`src/rtl/wdt.sv`:
```
// Watchdog timer: counts edges after enable or kick and raises a registered timeout
// once the count has sat at the programmed limit for one more edge.
module wdt #(
  parameter int unsigned CNT_W = 32
) (
  input  logic             clk,
  input  logic             rst,
  input  logic             wen,
  input  logic [1:0]       waddr,
  input  logic [CNT_W-1:0] wdata,
  input  logic [1:0]       raddr,
  output logic [CNT_W-1:0] rdata,
  output logic             timeout
);

  typedef enum logic [1:0] {StIdle, StCount, StTimeout} state_e;

  state_e           state_q;
  logic             wden_q;
  logic [CNT_W-1:0] wtocnt_q;
  logic [CNT_W-1:0] cnt_q;
  logic             timeout_q;

  logic wr_wden, wr_wto, kick, arm, disarm;

  assign wr_wden = wen && (waddr == 2'b00);
  assign wr_wto  = wen && (waddr == 2'b10);
  assign kick    = wen && (waddr == 2'b01) && wdata[0];
  assign arm     = wr_wden && wdata[0];
  assign disarm  = wr_wden && !wdata[0];

  always_ff @(posedge clk or negedge rst) begin
    if (!rst) begin
      state_q   <= StIdle;
      wden_q    <= 1'b0;
      wtocnt_q  <= '0;
      cnt_q     <= '0;
      timeout_q <= 1'b0;
    end else begin
      if (wr_wden) wden_q <= wdata[0];
      // The limit is frozen while the watchdog is armed.
      if (wr_wto && !wden_q) wtocnt_q <= wdata;

      if (disarm) begin
        state_q   <= StIdle;
        cnt_q     <= '0;
        timeout_q <= 1'b0;
      end else begin
        unique case (state_q)
          StIdle: begin
            if (arm) begin
              state_q <= StCount;
              cnt_q   <= '0;
            end
          end
          StCount: begin
            if (kick) begin
              cnt_q <= '0;
            end else if (cnt_q == wtocnt_q) begin
              // Equality is always reached before wrap, so cnt never overflows.
              state_q   <= StTimeout;
              timeout_q <= 1'b1;
            end else begin
              cnt_q <= cnt_q + 1'b1;
            end
          end
          StTimeout: begin
            if (kick) begin
              state_q   <= StCount;
              cnt_q     <= '0;
              timeout_q <= 1'b0;
            end
          end
          default: begin
            state_q   <= StIdle;
            cnt_q     <= '0;
            timeout_q <= 1'b0;
          end
        endcase
      end
    end
  end

  always_comb begin
    rdata = '0;
    unique case (raddr)
      2'b00:   rdata = {{(CNT_W-1){1'b0}}, wden_q};
      2'b01:   rdata = '0;
      2'b10:   rdata = wtocnt_q;
      2'b11:   rdata = cnt_q;
      default: rdata = '0;
    endcase
  end

  assign timeout = timeout_q;

endmodule
```
`config.mk`:
```
export PLATFORM = sky130hd
export DESIGN_NAME = wdt
export DESIGN_NICKNAME = d
export VERILOG_FILES = /design/src/rtl/wdt.sv
export SDC_FILE = /design/constraint.sdc
export NUM_CORES = 1
export LEC_CHECK = 0
export CAP_MARGIN = 20
export CORE_ASPECT_RATIO = 2
export CORE_MARGIN = 2
export CORE_UTILIZATION = 54
export CTS_BUF_LIST = sky130_fd_sc_hd__clkbuf_4 sky130_fd_sc_hd__clkbuf_8 sky130_fd_sc_hd__clkbuf_16
export DETAILED_ROUTE_END_ITERATION = 7
export MAX_ROUTING_LAYER = met4
export PLACE_DENSITY = 0.87
export SLEW_MARGIN = 40
export SYNTH_ARGS = -nofsm -noshare
export SYNTH_HDL_FRONTEND = slang
export SYNTH_SLANG_ARGS = --single-unit
```
`constraint.sdc`:
```
create_clock -name clk -period 2.3 [get_ports clk]
set_input_delay 0.46 -clock clk [delete_from_list [all_inputs] [get_ports clk]]
set_output_delay 0.46 -clock clk [all_outputs]
set_load 0.01 [all_outputs]
```
==> impl_metrics.env <==
export IMPL_outcome="finished clean"
export IMPL_relSlewSlack=0.686
export IMPL_yosys_top_cells_count="dfrtp_1, mux2i_1, nand2_1"
export IMPL_synth_most_common_cell="dfrtp_1"
export IMPL_end_kind="output port"
export IMPL_clk_latency_ns=0.33
export IMPL_routed_via_density=6.20
export IMPL_seqPwrFrac=0.360
export IMPL_drc=0
export IMPL_cts_resized=3
export IMPL_layout_drive_gt1_share=0.254
export IMPL_crit_fanout=3
export IMPL_grt_util_all_layers=0.317
export IMPL_cp_arrival_ns=1.77
export IMPL_synth_edf_count=0
export IMPL_worst_setup_path_start_kind="register"
export IMPL_diodes=0
export IMPL_setup_viol=0
export IMPL_p_leak_nw=2.60
export IMPL_drt_iter0_markers=330
export IMPL_antenna_left=0
export IMPL_grt_pass1_vias=4237
export IMPL_drt_first_pass_iters=6
export IMPL_io_buffers=71
export IMPL_syn_instance_count=437
export IMPL_cts_sinks=68
export IMPL_cap_viol_max_count=0
export IMPL_syn_num_nets=477
export IMPL_fin_skew_ns=0.00629
export IMPL_cts_max_level=3
export IMPL_max_slew_worst_pin_slew_ns=0.467
export IMPL_rsz0062_at_grt="false"
export IMPL_syn_avg_cell_area_um2=10.1
export IMPL_clockBufferDepth=2
export IMPL_gp_congestion=0.945
export IMPL_start_util=0.558
export IMPL_hp_class="in2async"
export IMPL_synthArstFlopShare=1.00
export IMPL_postLayoutCoreUtil=0.746
export IMPL_fillCellCount=538
export IMPL_design_area_mm2=0.00593
export IMPL_layout_area_overhead_vs_synth_pct=33.6
export IMPL_grt_pass1_wl_um=20800
export IMPL_fp_dieW_um=68.1
export IMPL_finalHoldViolCount=0
export IMPL_yosys_warnings=0
export IMPL_fp_dieH_um=132
export IMPL_ys_ff_latch=68
export IMPL_core_rowCount=46
export IMPL_required_ns=1.84
export IMPL_internal_power_mw=3.27
export IMPL_clockPowerShare=0.318
export IMPL_wirelength_um=13000
export IMPL_grt_max_degree=69
export IMPL_combPwrFrac=0.323
export IMPL_p_sw_mw=1.46
export IMPL_ys_seq_area_frac=0.384
export IMPL_min_period_over_period=0.970
export IMPL_fp_coreArea_mm2=0.00794
export IMPL_place_area_mm2=0.00560
export IMPL_fin_tns_setup_ns=0
export IMPL_ios=72
export IMPL_dp_hpwl_um=9440
export IMPL_synth_cell_types=57
export IMPL_peakVddDrop_v=0.000569
export IMPL_grt_overflow=0
export IMPL_synth_top_area_cell="dfrtp_1"
export IMPL_fin_nets=586
export IMPL_routed_via_count=4014
export IMPL_final_max_slew_violation_count=0
export IMPL_max_freq_mhz=448
export IMPL_path_clk_slew_ns=0.05
export IMPL_synth_area_top_cells="dfrtp_1, mux2i_1, mux2_2"
export IMPL_period_needed_ns=2.23
export IMPL_postCtsSetupBuffers=0
export IMPL_numCtsBuffers=9
export IMPL_antenna_found_initial=0
export IMPL_synthFlopType="dfrtp_1"
export IMPL_powerDensity_mw_per_mm2=799
export IMPL_reg2reg_depth=7
export IMPL_hold_buffers=0
export IMPL_wl_per_cell_um=20.0
export IMPL_clockRootBuffer="clkbuf_16"
export IMPL_worstSetupPathType="reg2out"
export IMPL_fp_dieArea_mm2=0.00900
export IMPL_cts_tree="yes"
export IMPL_switching_share=0.309
export IMPL_synth_top_area_frac=0.384
export IMPL_syn_area_mm2=0.00443
## power by group through the flow
stage | Sequential, mW | Combinational (mW) | Clock, mW
after floorplan | 1.65 | 0.904 | 0
after global placement | 1.70 | 1.46 | 0
after detailed placement | 1.72 | 1.50 | 0
after CTS | 1.70 | 1.52 | 1.52
after global routing | 1.74 | 1.62 | 1.57
final | 1.70 | 1.53 | 1.50
## per-layer routing
metal,wire [um],GRT usage,vias to the layer above
met5,0,-,-
met1,4440,0.326,1979
met4,832,0.202,0
li1,-,-,1813
met3,593,0.0504,61
met2,7090,0.531,161
## path summary, 6_finish.rpt
path                            from           end  slack (ns)
max                           wden_q      rdata[0]        0.07
min                              rst     cnt_q[13]        0.14
max reg2reg                 cnt_q[5]     cnt_q[11]        0.13
min reg2reg                cnt_q[29]     cnt_q[29]        0.54
max in group asynchronous        rst  wtocnt_q[28]        1.83
min in group clk           cnt_q[29]     cnt_q[29]        0.54
## per-stage QoR
step / hold slack, ns / instances / worst slack, ns / power [mW]
CTS: 0.165 / 647 / 0.00834 / 4.74
detailed placement: 0.516 / 631 / -0.346 / 3.22
global placement: 0.508 / 631 / -0.354 / 3.16
finish: 0.137 / 647 / 0.0699 / 4.74
floorplan: 0.164 / 437 / 0.334 / 2.55
global route: 0.177 / 647 / 0.00660 / 4.93
## worst max-delay path, stage by stage, from the launching register on
cell and delay, ns:
dfrtp_1 0.46, mux2i_1 0.12, o21ai_2 0.19, buf_4 0.14, clkdlybuf4s50_1 0.52
## sequential cells by signal (all words and copies together) (netlist names)
register / flops
cnt_q: 32
wtocnt_q: 32
state_q: 2
timeout: 1
wden_q: 1
## kinds of logic after synthesis
| kind of cell | synth area share |
|---|---|
| AND/OR/NAND/NOR | 0.212 |
| multiplexers | 0.170 |
| flip-flops | 0.384 |
| AO/OA/AOI/OAI | 0.106 |
| buffers and inverters | 0.0522 |
| XOR/XNOR | 0.0736 |
| adder cells (fa/ha/maj) | 0.00282 |
## area by class of cell
class                   count  area [um2]  area share
clock buffers              12         254      0.0429
clock inverters             4        72.6      0.0122
inverters                   5        18.8     0.00317
multi-input cells         329        2520       0.425
flip-flops and latches     68        1700       0.287
well taps                  96         120      0.0203
repair buffers            133        1240       0.209
## cell usage in the layout (no fill, tap or decap), types with 9 or more instances in the layout
cell type | synthesis | final
nand3_1 | 15 | 15
nor2b_1 | 34 | 34
a31oi_1 | 14 | 14
dfrtp_1 | 68 | 68
clkdlybuf4s50_1 | 0 | 68
buf_4 | 2 | 56
nand2_1 | 36 | 36
clkbuf_16 | 0 | 9
nor2_1 | 12 | 12
mux2i_1 | 38 | 38
nand4_1 | 18 | 18
mux2_2 | 33 | 33
xnor2_1 | 27 | 27
Note: power is estimated with default switching activity, not from simulation.
